<file path="src/rtl/adder_pkg.sv">
// Shared types for the prefix-adder result path: adder width and the buffered result record.
package adder_pkg;
  localparam int ADD_W = 6;

  typedef struct packed {
    logic             ov;
    logic [ADD_W-1:0] sum;
  } add_res_t;
endpackage

</file>
<file path="src/rtl/res_fifo.sv">
// Small synchronous FIFO of adder results with a registered head entry; no bypass from push to dout.
module res_fifo
  import adder_pkg::*;
#(
  parameter int DEPTH = 2
) (
  input  logic     clk,
  input  logic     rst,
  input  logic     push,
  input  logic     pop,
  input  add_res_t din,
  output add_res_t dout,
  output logic     full,
  output logic     empty
);
  localparam int AW = $clog2(DEPTH);
  localparam int PW = AW + 1;

  logic [PW-1:0] wr_ptr_reg, rd_ptr_reg;
  logic [PW-1:0] wr_ptr_next, rd_ptr_next;
  add_res_t      mem_reg [DEPTH];
  add_res_t      head_reg;
  logic          do_push, do_pop;

  assign full    = (wr_ptr_reg[AW] != rd_ptr_reg[AW]) &&
                   (wr_ptr_reg[AW-1:0] == rd_ptr_reg[AW-1:0]);
  assign empty   = (wr_ptr_reg == rd_ptr_reg);
  assign do_push = push && !full;
  assign do_pop  = pop && !empty;

  assign wr_ptr_next = wr_ptr_reg + PW'(do_push);
  assign rd_ptr_next = rd_ptr_reg + PW'(do_pop);
  assign dout        = head_reg;

  always_ff @(posedge clk) begin
    if (do_push) begin
      mem_reg[wr_ptr_reg[AW-1:0]] <= din;
    end
  end

  // The head register is preloaded with whatever will be at the front after this edge;
  // when the queue goes empty it keeps its last value.
  always_ff @(posedge clk) begin
    if (rst) begin
      wr_ptr_reg <= '0;
      rd_ptr_reg <= '0;
      head_reg   <= '0;
    end else begin
      wr_ptr_reg <= wr_ptr_next;
      rd_ptr_reg <= rd_ptr_next;
      if (rd_ptr_next != wr_ptr_next) begin
        head_reg <= (rd_ptr_next == wr_ptr_reg) ? din : mem_reg[rd_ptr_next[AW-1:0]];
      end
    end
  end
endmodule

</file>
<file path="src/rtl/adder_result_stage.sv">
// Registered, FIFO-buffered output stage for the 6-bit prefix adder with a saturating ov counter.
// Build option: ADDER_RESULT_SATURATE_EN stores an all-ones sum for results with ov=1.
module adder_result_stage
  import adder_pkg::*;
#(
  parameter int WIDTH = ADD_W,
  parameter int DEPTH = 2,
  parameter int CNT_W = 8
) (
  input  logic             clk,
  input  logic             rst,
  input  logic             in_valid,
  input  logic [WIDTH-1:0] in_sum,
  input  logic             in_ov,
  output logic             in_ready,
  output logic             out_valid,
  output logic [WIDTH-1:0] out_sum,
  output logic             out_ov,
  input  logic             out_ready,
  input  logic             clr_cnt,
  output logic [CNT_W-1:0] ov_cnt
);
  add_res_t         fifo_din, fifo_dout;
  logic             fifo_full, fifo_empty;
  logic             push, pop;
  logic [CNT_W-1:0] ov_cnt_reg;

  assign in_ready  = !fifo_full;
  assign out_valid = !fifo_empty;
  assign push      = in_valid && in_ready;
  assign pop       = out_valid && out_ready;

  always_comb begin
    fifo_din.ov = in_ov;
`ifdef ADDER_RESULT_SATURATE_EN
    fifo_din.sum = in_ov ? {WIDTH{1'b1}} : in_sum;
`else
    fifo_din.sum = in_sum;
`endif
  end

  res_fifo #(.DEPTH(DEPTH)) u_fifo (
    .clk   (clk),
    .rst   (rst),
    .push  (push),
    .pop   (pop),
    .din   (fifo_din),
    .dout  (fifo_dout),
    .full  (fifo_full),
    .empty (fifo_empty)
  );

  assign out_sum = fifo_dout.sum;
  assign out_ov  = fifo_dout.ov;

  // Clear wins over a coincident ov push; the counter sticks at all-ones.
  always_ff @(posedge clk) begin
    if (rst || clr_cnt) begin
      ov_cnt_reg <= '0;
    end else if (push && in_ov && (ov_cnt_reg != {CNT_W{1'b1}})) begin
      ov_cnt_reg <= ov_cnt_reg + 1'b1;
    end
  end

  assign ov_cnt = ov_cnt_reg;
endmodule

</file>
<file path="config.mk">
export PLATFORM = sky130hd
export DESIGN_NAME = adder_result_stage
export DESIGN_NICKNAME = d
export VERILOG_FILES = /design/src/rtl/adder_pkg.sv /design/src/rtl/res_fifo.sv /design/src/rtl/adder_result_stage.sv
export SDC_FILE = /design/constraint.sdc
export NUM_CORES = 1
export LEC_CHECK = 0
export ABC_AREA = 1
export CORE_MARGIN = 1.5
export CORE_UTILIZATION = 55
export CTS_BUF_LIST = sky130_fd_sc_hd__clkbuf_4 sky130_fd_sc_hd__clkbuf_8 sky130_fd_sc_hd__clkbuf_16
export DETAILED_ROUTE_END_ITERATION = 8
export GPL_TIMING_DRIVEN = 0
export PLACE_DENSITY = 0.92
export SLEW_MARGIN = 20
export SYNTH_ARGS = -nofsm -noshare
export SYNTH_HDL_FRONTEND = slang
export SYNTH_SLANG_ARGS = --single-unit
</file>
<file path="constraint.sdc">
create_clock -name clk -period 3.9 [get_ports clk]
set_input_delay 0.78 -clock clk [delete_from_list [all_inputs] [get_ports clk]]
set_output_delay 0.78 -clock clk [all_outputs]
set_load 0.02 [all_outputs]
</file>
# Yosys cells after proc, flatten, opt, wreduce, memory -nomap -nowiden
# Memory sizes are Yosys's and may differ from the RTL's.
# Cells that the tools add are included.
[classes]
add_sub_neg = 3
n_eq_ne = 6
mux = 3
n_reduce_logical = 10
[ops]
columns = ["op", "n"]
rows = [
  ["$add 8x1->8 const B", 1],
  ["$ne 8x8->1 const B", 1],
  ["$logic_and 1x1->1", 7],
  ["$mux 7", 1],
  ["$add 2x1->2", 2],
  ["$eq 2x2->1", 2],
  ["$logic_not 1->1", 2],
  ["$mux 1", 2],
  ["$ne 2x2->1", 1],
  ["$eq 1x1->1", 1],
  ["$logic_or 1x1->1", 1],
  ["$ne 1x1->1", 1],
]
[totals]
register_bits = 19
mem_bits_rw = 14
in_bits = 12
out_inout_bits = 17
memories = 1
[mem_list]
columns = ["memory", "words", "word_bits", "read_ports", "rd_ports_with_merged_regs", "wr", "line", "rtl"]
rows = [
  ["u_fifo.mem_reg", 2, 7, 1, 0, 1, "res_fifo.sv:21", "add_res_t mem_reg [DEPTH];"],
]

# Depth between registers and ports, before layout
[depth]
word_depth = 7
mapped_depth = 15
ltp_nobuf = 15

# Hierarchy
# Synthesis repeated with hierarchy kept, for this count alone.
[hier_totals]
hier_cells = 234
area_unflattened_um2 = 1785.5
[by_module_without_submodules]
columns = ["module", "n_inst", "cells_each", "area_per_inst_um2", "seq_area_each_um2"]
rows = [
  ["res_fifo", 1, 156, 1291.2, 640.6],
  ["adder_result_stage", 1, 78, 494.2, 160.2],
]

# Worst setup path before layout
# No wires, ideal clock.
[synth_timing]
path_type = "input to register"
start = "input port out_ready"
end = "register u_fifo.head_reg (netlist bit u_fifo.dout[4])"
setup_ns = 0.117
arrival_time_ns = 2.061
t_required_ns = 3.783
path_slack_ns = 1.722
path_stages = 8
cell_sequence = "a21boi_0 -> ha_1 -> buf_4 -> xor2_1 -> nand3_1 -> buf_2 -> o21ai_0 -> nor2_1"
[synth_between]
elab_chain_len = 5
elab_cells_between_ends = 7
cone_classes = "1 x add/sub; 2 x eq/ne; 1 x mux; 2 x reduce/logical; 1 x memory"
[synth_lines]
columns = ["item", "line", "rtl"]
rows = [
  ["from (decl)", "adder_result_stage.sv:19", "input logic out_ready,"],
  ["$logic_and 1x1->1 (*)", "adder_result_stage.sv:31", "assign pop = out_valid && out_ready;"],
  ["$logic_and 1x1->1 (*)", "res_fifo.sv:29", "assign do_pop = pop && !empty;"],
  ["$add 2x1->2 (*)", "res_fifo.sv:32", "assign rd_ptr_next = rd_ptr_reg + PW'(do_pop);"],
  ["net u_fifo.rd_ptr_next[0]", "res_fifo.sv:20", "logic [PW-1:0] wr_ptr_next, rd_ptr_next;"],
  ["$mem_v2 2x7 or $eq 2x2->1 (tied branches)", "n/a", ""],
  ["$mux 7", "res_fifo.sv:52", "head_reg <= (rd_ptr_next == wr_ptr_reg) ? din : mem_reg[rd_ptr_next[AW-1:0]];"],
  ["to (signal assigned)", "res_fifo.sv:52", ""],
  ["to (decl)", "res_fifo.sv:22", "add_res_t head_reg;"],
]
# Mark *: on every way through the listed nets, which the timed path passes. The rest lies on a longest branch.
# A chain may end at the register's enable or synchronous reset.

# Worst setup path in the final report
[layout_timing]
start = "input port in_valid"
end = "register u_fifo.head_reg (netlist bit u_fifo.dout[3])"
[layout_between]
elab_chain_len = 4
[layout_lines]
columns = ["item", "line", "rtl"]
rows = [
  ["from (decl)", "adder_result_stage.sv:12", "input logic in_valid,"],
  ["$logic_and 1x1->1", "adder_result_stage.sv:30", "assign push = in_valid && in_ready;"],
  ["$logic_and 1x1->1", "res_fifo.sv:28", "assign do_push = push && !full;"],
  ["$add 2x1->2", "res_fifo.sv:31", "assign wr_ptr_next = wr_ptr_reg + PW'(do_push);"],
  ["$ne 2x2->1", "res_fifo.sv:51", "if (rd_ptr_next != wr_ptr_next) begin"],
]
# Every way passes these cells.

==> flow_metrics.tcl <==
set metrics [dict create \
    yosysSeqAreaShare_pct 50.9 \
    route.detailed.drc 0 \
    critPathKind "input port to flop" \
    max_slew_margin_pct 71.8 \
    postRouteAntennaNets 0 \
    initial_core_util_pct 57.5 \
    r2r-end "u_fifo.dout[3]" \
    dieHeight_um 56.5 \
    endpoint_kind "flop" \
    tightest_slew_ns 0.423 \
    drt-initial-drc-count 34 \
    synth_top_area_cell "edfxtp_1" \
    p_seq_share_pct 36.9 \
    crit_top_cell "nand2_1" \
    port_buffers 27 \
    grt_pass1_wl_mm 5.25 \
    worst_path_largest_cell_delay_ns 0.50 \
    regToRegStartpoint "u_fifo.wr_ptr_reg[1]" \
    setup_viol 0 \
    hold_path_class "flop to flop" \
    yosysTopAreaCellShare_pct 26.7 \
    syn-num-nets 201 \
    nets 235 \
    wl_mm 3.14 \
    cp_max_fo 10 \
    cts.hold.buffers_added 0 \
    core_area_sq_um 2730 \
    final_area_sq_um 1940 \
    synth_area_sq_um 1570 \
    dr.pass1.iters 4 \
    hold_violations 0 \
    clkSinkCount 33 \
    dp_hpwl_mm 2.29 \
    clk_path_buf_depth 2 \
    worstRegToRegCells 15 \
    intPower_mw 0.746 \
    grt_pass1_vias 1251 \
    clock-root-buffer "clkbuf_4" \
    clk_pin_slew_ns 0.09 \
    grt_max_degree 11 \
    mostFrequentLayoutCells "50 x nand2_1, 27 x clkdlybuf4s50_1, 19 x dfxtp_1" \
    synth_seq_cells 33 \
    ys_warn_count 0 \
    die_area_sq_um 3190 \
    via_count 1337 \
    cp_slowest_cell "clkdlybuf4s50_1" \
    syn_inst 185 \
    rsz0062_at_grt "no" \
    crit_family "buffers and inverters" \
    maxCapViolCount 0 \
    period_needed_ns 2.57 \
    wire_per_inst_um 12.5 \
    timing.final.crit_share_pct 65.9 \
    die_x_um 56.5 \
    globalplace.congestion 0.852 \
    cts_setup_buffers 0 \
    fill_cells 227 \
    worstSetupStartpoint "in_valid" \
    p_sw_mw 0.474 \
    cts-buffers-inserted 5 \
    finalMaxSlewViolations 0 \
    path_buf_inv 4 \
    cts_max_level 2 \
    via_per_inst 5.33 \
    min_to "ov_cnt[7]" \
    syn_to_final_growth_pct 23.5 \
    groute.usage.overall_pct 21.4 \
    grt_overflow_total 0 \
    outcome "completed" \
    final_common_cell "nand2_1" \
    num_rows 19 \
    netlist_top_cells_area "edfxtp_1 27%, dfxtp_1 24%, nand2_1 12%" \
    cts_tree "done" \
    switching_share_pct 38.9 \
    worst-r2r-setup-slack_ns 1.48 \
    p_leak_nw 0.791 \
    synth.distinct_cells 25 \
    max_freq_mhz 389 \
    drive_gt1_share_pct 6.82 \
    clkLatencyLatePin_ns 0.33 \
    io_pins 29 \
    synth_area_per_cell_sq_um 8.50 \
    start_kind "input port" \
    clock_power_share_pct 16.1 \
    combPwrFrac_pct 47.0 \
    cts_resized 0 \
    largest_register_ffs 14 \
    whs_path_depth 2 \
    min_from "ov_cnt[7]" \
    place_area_sq_um 1880 \
    pwr_density_cell_nw_per_um2 628 \
    path_cells "clkdlybuf4s50_1 > nand2_4 > inv_1 > ha_1 > inv_1 > nand2_1 > nand2_1 > nand2_1 > nand3_1 > buf_2 > o21ai_0 > a21oi_1" \
    antenna_found_initial 0 \
    required_ns 4.12 \
    ir_drop_v 0.000420 \
    num_antenna_cells 0 \
    setup-tns-final_ns 0 \
    skew_ns 0.00211 \
    worstPathArrival_ns 2.79 \
]
[worst max path at each step]
stage	end	slack [ns]	depth (start not counted)
floorplan	u_fifo.dout[4]	1.72	8
finish	u_fifo.dout[3]	1.33	12
detailed placement	u_fifo.dout[3]	0.96	12
global route	u_fifo.dout[0]	1.09	12
global placement	u_fifo.dout[4]	1.03	12
CTS	u_fifo.dout[3]	1.31	12
[cell type report]
type | instances | area (sq um) | share of cell area [%]
buffer | 3 | 16.3 | 0.838
multi-input combinational | 131 | 688 | 35.4
inverter | 18 | 67.6 | 3.48
clock buffer | 8 | 60.1 | 3.09
tap | 31 | 38.8 | 2.00
timing repair buffer | 27 | 270 | 13.9
sequential | 33 | 801 | 41.2
[stage by stage]
stage	hold slack [ns]	instances	setup WS, ns	utilization, %	power, mW
after floorplan	0.535	185	1.72	-	0.857
after global placement	0.497	243	1.03	68.8	1.02
after detailed placement	0.501	243	0.961	68.8	1.04
after CTS	0.514	251	1.31	71.0	1.23
after global routing	0.541	251	1.09	71.0	1.31
final	0.504	251	1.33	71.0	1.22
[metal layers]
metal | vias up | track usage (%) | routed length, um
li1 | 684 | - | -
met1 | 611 | 24.6 | 1360
met2 | 40 | 36.5 | 1580
met3 | 2 | 5.76 | 191
met4 | 0 | 10.2 | 15
met5 | - | 0 | 0
[cells by family (layout without fill, tap and decap cells)]
kind of cell | after synthesis | after routing | share of synthesized area [%]
AND/OR/NAND/NOR | 85 | 85 | 23.5
adder cells (fa/ha/maj) | 4 | 4 | 3.18
multiplexers | 5 | 5 | 3.18
XOR/XNOR | 6 | 6 | 3.82
buffers and inverters | 21 | 56 | 5.33
AO/OA/AOI/OAI | 31 | 31 | 10.0
flip-flops | 33 | 33 | 50.9
[cells in the mapped netlist, drive strengths merged]
master and instances:
clkbuf 1, nand2 52, a21oi 14, dfxtp 19, buf 2, a21boi 1, nand4 4, o21ai 16
mux2i 5, nor2 12, xor2 4, ha 4, edfxtp 14, inv 18, xnor2 2, nor3 1
nand3 15, nand3b 1
[worst reg2reg max path, stage by stage, from the launching register on]
cell and delay (ns):
dfxtp_1 0.42, inv_1 0.11, nand2_1 0.10, nand2_1 0.09, nand2_2 0.10, nand2_4 0.09
inv_1 0.10, ha_1 0.42, inv_1 0.08, nand2_1 0.09, nand2_1 0.07, nand2_1 0.11
nand3_1 0.11, buf_2 0.20, o21ai_0 0.17, a21oi_1 0.06
[power by group through the flow]
stage          Sequential (mW)  Combinational, mW  Clock (mW)
2_1_floorplan            0.487              0.370           0
3_3_place_gp             0.456              0.562           0
3_5_place_dp             0.459              0.578           0
4_1_cts                  0.451              0.578       0.201
5_1_grt                  0.456              0.639       0.217
6_report                 0.450              0.573       0.197
Power figures use the tool's default switching activity.
==> patch: new RTL, same flow settings <==
Change the parameter `CNT_W` from 8 to 9.
--- a/src/rtl/adder_result_stage.sv
+++ b/src/rtl/adder_result_stage.sv
@@ -7,3 +7,3 @@
   parameter int DEPTH = 2,
-  parameter int CNT_W = 8
+  parameter int CNT_W = 9
 ) (
Interface: changed (resized ov_cnt); port bits go from 29 to 30. The function was not compared with the original's and may differ.
==> patch against the original RTL <==
  * Clock skew is 0.0059 ns higher
  * Sequential cell count is 1 higher
  * First-iteration DRC count is 53% higher
  * Combinational power is 8.4% higher
  * Synthesized area is 4.0% higher
  * Maximum frequency is 3.9% higher
  * Design area is 6.1% higher
  * Routed wire length is 0.70% lower
  * Power is 16% higher
  * Register-to-register slack better by 0.20 ns
  * Clock power is 66% higher
  * Worst setup slack better by 0.095 ns
  * Sequential power is 3% higher
  * Highest routed layer unchanged
==> patch: results (changes against the original RTL) <==
stage;metric;value;unit;change
final_layout;clock_area_frac;0.0516;;was 0.0309
worst_setup_path;startpoint;u_fifo.wr_ptr_reg[1];;was in_valid
grt;first_global_vias;1183;;was 1251
clock_network;numCtsBuffers;5;;unchanged
outcome;outcome;finished, final reports clean;;unchanged
grt;use_met1;0.267;;was 0.246
sta;tightest_slew;0.415;ns;was 0.423 ns
final_layout;final_nets;230;;was 235
grt;grt_start_max_net_pins;13;;was 11
power_and_ir_drop;p_switching;502;uW;was 474 uW
final_layout;flops_and_latches;34;;was 33
sta;post-route-period-util;0.634;;was 0.659
worst_setup_path;crit_arrival;1.69;ns;was 2.79 ns
synthesis;yosys-top-cells-area;edfxtp_1, dfxtp_1, nand2_1, a21oi_1, ha_1;;was edfxtp_1, dfxtp_1, nand2_1, o21ai_0, a21oi_1
final_layout;layout-drive-gt1-share;0.117;;was 0.0682
routing;wl;3120;um;was 3140 um
power_and_ir_drop;p_leak;0.822;nW;was 0.791 nW
worst_setup_path;crit_end;in_ready;;was u_fifo.dout[3]
clock_network;ctsResizeCount;0;;unchanged
synthesis;ys_types;26;;was 25
routing;drt_iter0_markers;52;;was 34
final_layout;multi_input_area_share;0.347;;was 0.354
placement;dpl.hpwl;2170;um;was 2290 um
worst_setup_path;r2r_end;u_fifo.dout[2];;was u_fifo.dout[3]
synthesis;syn-num-nets;195;;was 201
routing;topRoutingLayerUsed;met4;;unchanged
grt;grt_first_pass_wirelength;5240;um;was 5250 um
routing;dr.pass1.iters;5;;was 4
min_path;holdPathEnd;ov_cnt[8];;was ov_cnt[7]
min_path;holdCritStartpoint;ov_cnt[8];;was ov_cnt[7]
placement;portBuffers;28;;was 27
grt;grt_use_met3;0.0703;;was 0.0576
routing;met1_length;1450;um;was 1360 um
final_layout;nNonClkInverters;16;;was 18
grt;groute.usage.overall;0.214;;about the same
synthesis;synthTopCellsByCount;nand2_1, dfxtp_1, a21oi_1;;was nand2_1, dfxtp_1, inv_1
worst_setup_path;critPathMaxStageDelay;0.60;ns;was 0.50 ns
final_layout;n_fill_cell;215;;was 227
floorplan;die_w;57.5;um;was 56.5 um
final_layout;bufAreaShareNonClock;0.152;;was 0.148
grt;grtUsageMet2;0.339;;was 0.365
routing;vias;1317;;was 1337
final_layout;sh_seq_area;0.398;;was 0.412
worst_setup_path;reg2reg_setup_slack;1.68;ns;was 1.48 ns
min_path;holdCritPathClass;register to register;;unchanged
placement;place_congestion;0.738;;was 0.852
clock_network;clkSlewWorstSetupHoldPaths;0.11;ns;was 0.09 ns
sta;finClkSkew;0.00801;ns;was 0.00211 ns
final_layout;buffers_excl_clock;32;;was 30
routing;wl_met3;165;um;was 191 um
synthesis;seq_area_frac_synth;0.502;;was 0.509
power_and_ir_drop;pg_clk;328;uW;was 197 uW
power_and_ir_drop;p_seq_frac;0.328;;was 0.369
final_layout;multi_input_cells;124;;was 131
synthesis;yosys_warnings;0;;unchanged
power_and_ir_drop;ir_worst_vdd;0.726;mV;was 0.420 mV
worst_setup_path;worstPathMaxFanout;5;;was 10
## patch: cell types whose count changed after synthesis, sizes merged
cell / change
buf: +1
dfxtp: +1
o21ai: -6
mux2i: +1
a21oi: +2
nand4: -1
nand2: -5
nand3b: -1
inv: -3
xor2: +2
clkinv: +1
ha: +1
## patch: kinds of logic after synthesis
family / after synthesis / synth area share
multiplexers: 6 / 0.0367
adder cells (fa/ha/maj): 5 / 0.0383
flip-flops: 34 / 0.502
AND/OR/NAND/NOR: 78 / 0.222
XOR/XNOR: 8 / 0.0566
AO/OA/AOI/OAI: 27 / 0.0842
buffers and inverters: 20 / 0.0604
## patch: metrics by stage
stage	power [mW]	area, sq um	hold slack, ns	std cells	setup WS, ns
after floorplan	0.935	1640	0.535	178	1.84
after global placement	1.09	1950	0.481	237	1.11
after detailed placement	1.10	1950	0.480	237	1.09
after CTS	1.42	2060	0.496	245	1.41
after global routing	1.51	2060	0.537	245	1.27
final	1.41	2060	0.494	245	1.43
